## src/rtl/rate_ce_scheduler.sv

```systemverilog
// rate_ce_scheduler: fractional num/den clock-enable strobe generator with run/stop and config handshake.
// Optional strobe counter on ce_count enabled by defining RATE_CE_COUNT_EN.
module rate_ce_scheduler #(
  parameter int ACC_W   = 8,
  parameter int DEF_NUM = 2,
  parameter int DEF_DEN = 3
) (
  input  logic             clk_9MHz,
  input  logic             rst_n,
  input  logic             cfg_valid,
  input  logic [ACC_W-1:0] cfg_num,
  input  logic [ACC_W-1:0] cfg_den,
  output logic             cfg_ready,
  output logic             cfg_err,
  input  logic             start,
  input  logic             stop,
  output logic             busy,
  output logic             ce_out,
  output logic [ACC_W-1:0] phase,
  output logic [15:0]      ce_count
);
  typedef enum logic [1:0] {IDLE, RUN, STOPPING} state_t;
  state_t state, state_nx;
  logic [ACC_W-1:0] acc, num, den, acc_nx;
  logic [ACC_W:0] sum;
  logic hit, cfg_take, cfg_ok, stop_pend;
  assign sum       = {1'b0, acc} + {1'b0, num};
  assign hit       = sum >= {1'b0, den};
  assign acc_nx    = hit ? ACC_W'(sum - {1'b0, den}) : sum[ACC_W-1:0];
  assign cfg_ready = state == IDLE;
  assign busy      = state != IDLE;
  assign phase     = acc;
  assign cfg_take  = cfg_valid && cfg_ready;
  assign cfg_ok    = cfg_den != '0 && cfg_num != '0 && cfg_num <= cfg_den;
  // The stop cycle itself accumulates, so a zero result there ends the run at once.
  always_comb begin
    state_nx = state;
    case (state)
      IDLE:     state_nx = (start && !stop) ? RUN : IDLE;
      RUN:      state_nx = stop ? ((acc_nx == '0) ? IDLE : STOPPING) : RUN;
      STOPPING: state_nx = (stop_pend && acc_nx == '0) ? IDLE : STOPPING;
      default:  state_nx = IDLE;
    endcase
  end
  always_ff @(posedge clk_9MHz or negedge rst_n) begin
    if (!rst_n) begin
      state     <= IDLE;
      acc       <= '0;
      num       <= ACC_W'(DEF_NUM);
      den       <= ACC_W'(DEF_DEN);
      stop_pend <= 1'b0;
      ce_out    <= 1'b0;
      cfg_err   <= 1'b0;
    end else begin
      state   <= state_nx;
      cfg_err <= cfg_take && !cfg_ok;
      if (cfg_take && cfg_ok) begin
        num <= cfg_num;
        den <= cfg_den;
      end
      if (state == IDLE) begin
        ce_out    <= 1'b0;
        stop_pend <= 1'b0;
        if (state_nx == RUN) acc <= '0;
      end else begin
        acc       <= acc_nx;
        ce_out    <= hit;
        stop_pend <= state_nx == STOPPING;
      end
    end
  end
`ifdef RATE_CE_COUNT_EN
  logic [15:0] cnt;
  always_ff @(posedge clk_9MHz or negedge rst_n) begin
    if (!rst_n) cnt <= '0;
    else if (state == IDLE && state_nx == RUN) cnt <= '0;
    else if (ce_out && cnt != 16'hFFFF) cnt <= cnt + 16'd1;
  end
  assign ce_count = cnt;
`else
  assign ce_count = '0;
`endif
endmodule

```

## config.mk

```make
export PLATFORM = sky130hd
export DESIGN_NAME = rate_ce_scheduler
export DESIGN_NICKNAME = d
export VERILOG_FILES = /design/src/rtl/rate_ce_scheduler.sv
export SDC_FILE = /design/constraint.sdc
export NUM_CORES = 1
export LEC_CHECK = 0
export BUFFER_PORTS_ARGS = -buffer_cell sky130_fd_sc_hd__buf_2
export CAP_MARGIN = 0
export CORE_UTILIZATION = 30
export DETAILED_ROUTE_END_ITERATION = 6
export GPL_ROUTABILITY_DRIVEN = 1
export PLACE_DENSITY = 0.57
export SETUP_SLACK_MARGIN = 0.1
export SYNTH_ARGS = -nofsm -noshare
export SYNTH_HDL_FRONTEND = slang
export SYNTH_SLANG_ARGS = --single-unit
```

## constraint.sdc

```tcl
create_clock -name clk_9MHz -period 4.7 [get_ports clk_9MHz]
set_clock_uncertainty 0.2 [all_clocks]
set_input_delay 1.41 -clock clk_9MHz [delete_from_list [all_inputs] [get_ports clk_9MHz]]
set_output_delay 1.41 -clock clk_9MHz [all_outputs]
set_load 0.03 [all_outputs]
```

==> impl_metrics.yaml <==
die:
  std_cell_rows: 31
  initial_utilization_pct: 31.5
  die_w_um: 89.7
  coreArea_um2: 7330
  dieArea_um2: 8050
  ios: 49
  die_y_um: 89.7
cts:
  cts_buffer_depth: 2
  htreeDepth: 2
  cts_root_buf: "clkbuf_8"
  clk-insertion-delay-late_ps: 290
  post_cts_resized: 0
  cts_tree: "built"
  post_cts_buffers: 0
  numClockSinks: 29
  cts_hold_buf: 0
  cts_buffers: 5
  clkSlewWorstSetupHoldPaths_ps: 70
min_path:
  hold_depth: 1
  hp-class: "flip-flop to flip-flop"
  holdCritStartpoint: "state[1]$_DFF_PN0_"
  hold_path_end: "state[0]$_DFF_PN0_"
outcome:
  status: "finished clean"
timing:
  fmax_ghz: 0.241
  finalHoldViolCount: 0
  tightestPinTransition_ps: 680
  period_minus_slack_ps: 4150
  relSlewSlack_pct: 54.7
  finalSetupTns_ps: 0
  finalSetupViolations: 0
  grt_setup_unrepaired: "no"
  maxSlewViolCount: 0
  post-route-period-util_pct: 88.4
final_layout:
  final_cell_mix: "buf_2 (32), dfrtp_1 (26), ha_1 (24)"
  final_common_cell: "buf_2"
  nets: 321
  synthToLayoutAreaGrowth_pct: 14.7
  layout-drive-gt1-share_pct: 21.8
  diodes: 0
worst_setup_path:
  crit_path_max_fanout: 11
  cp.required_ps: 4660
  rrSetupSlack_ps: 550
  arrival_ps: 4110
  r2r_start: "phase[0]$_DFFE_PN0P_"
  r2r_cells: 14
  critPathKind: "flip-flop to flip-flop"
  timing.rr.end: "state[1]$_DFF_PN0_"
  critPathCaptureType: "flip-flop"
  start_kind: "flip-flop"
synth:
  synth_top_cell_area_share_pct: 28.2
  synthCells: 238
  synth_area_um2: 2310
  ys_seq_area_share_pct: 31.6
  ys_top_cells_by_area: "dfrtp_1 (28%), ha_1 (13%), mux2i_1 (5.6%), buf_4 (5.2%), dfstp_2 (3.4%)"
  synth.avg_cell_area_um2: 9.70
  yosysTopAreaCell: "dfrtp_1"
  synth.distinct_cells: 54
  ys_ff_latch: 29
  synth_edf_count: 0
  yosys_warnings: 0
  synth_ff_type: "dfrtp_1"
  async_flop_share_pct: 100
routing:
  drt-vias-per-instance: 4.78
  wirelength_mm: 5.37
  ant_nets: 0
  drt-pass1-iter-count: 4
  initialDrtViolationCount: 109
  route.detailed.drc: 0
  vias: 1789
  wl_per_cell_um: 14.4
placed_design:
  hpwl_mm: 4.38
  io_buffer_count: 32
  gp_congestion: 0.869
global_routing:
  grt_pass1_wl_mm: 8.71
  gr-total-overflow: 0
  grt_antenna_before_repair: 0
  grt_max_degree: 30
  grt_pass1_vias: 1783
  grt_use_total_pct: 13.9
flow_run:
  cap_violations: 0
-- synthesized netlist by cell type (all sizes together) (5+ instances only) --
master and number:
nand2 17, o21ai 15, buf 19, dfrtp 26, nor2b 6, a211oi 5
nor4 5, a21oi 13, ha 24, mux2 9, mux2i 13, nor2 10
o21a 5, inv 18
-- how the worst max path moves through the flow --
stage / depth (start not counted) / slack [ps] / endpoint / start
5_1_grt: 14 / 260 / state[1]$_DFF_PN0_ / phase[0]$_DFFE_PN0P_
6_report: 14 / 550 / state[1]$_DFF_PN0_ / phase[0]$_DFFE_PN0P_
3_3_place_gp: 14 / 710 / stop_pend$_DFF_PN0_ / phase[0]$_DFFE_PN0P_
2_1_floorplan: 13 / 990 / state[1]$_DFF_PN0_ / phase[0]$_DFFE_PN0P_
3_5_place_dp: 14 / 590 / state[1]$_DFF_PN0_ / phase[0]$_DFFE_PN0P_
4_1_cts: 14 / 570 / state[1]$_DFF_PN0_ / phase[0]$_DFFE_PN0P_
-- worst max-delay path: stages, from the launching register on --
cell and delay, ps:
dfrtp_1 400, ha_1 250, fa_1 440, a211oi_2 270, o21bai_1 100, a21oi_1 170
xnor2_1 190, ha_1 340, nand4_1 140, o21ai_0 130, a41oi_2 300, nand2_1 320
or4_1 500, o32ai_2 160, a21oi_1 110
-- routing by layer --
| metal | share of wire, % | wire length, um | global-route usage, % |
|---|---|---|---|
| met3 | 4.0 | 215 | 3.05 |
| met1 | 47 | 2500 | 17.7 |
| met2 | 49 | 2610 | 22.9 |
| met4 | 0.71 | 38 | 5.33 |
| met5 | 0 | 0 | 0 |
-- kinds of logic (layout without fill, tap and decap cells) --
kind of cell | count (synthesis) | in the layout | share of synthesized area (%)
AND/OR/NAND/NOR | 59 | 59 | 14.3
AO/OA/AOI/OAI | 56 | 56 | 17.3
buffers and inverters | 38 | 60 | 9.21
flip-flops | 29 | 29 | 31.6
adder cells (fa/ha/maj) | 26 | 26 | 14.7
multiplexers | 22 | 22 | 10.0
XOR/XNOR | 7 | 7 | 2.65
other | 1 | 16 | 0.162
-- metrics by stage --
stage | cell area (um2) | util (%) | instances | worst slack [ps] | hold WS (ps)
after floorplan | 2370 | - | 253 | 995 | 259
after global placement | 2520 | 34.3 | 366 | 713 | 291
after detailed placement | 2520 | 34.3 | 366 | 590 | 297
after CTS | 2650 | 36.1 | 374 | 569 | 307
after global routing | 2650 | 36.1 | 374 | 257 | 338
final | 2650 | 36.1 | 374 | 547 | 302
-- layout make-up --
type                    instances  area, um2
fillers                       749       4680
repair buffers                 33        168
flip-flops and latches         29        729
clock inverters                 3       65.1
well taps                      99        124
clock buffers                   5       68.8
multi-input cells             186       1420
inverters                      19       71.3
-- sequential cells by signal (all words and copies together) (netlist names) --
register	count
cfg_err	1
stop_pend	1
state	2
den	8
ce_out	1
num	8
phase	8
Power is left out: the tool's default activity adds up to more than one toggle a clock period on the data nets, which glitch-free logic cannot reach.
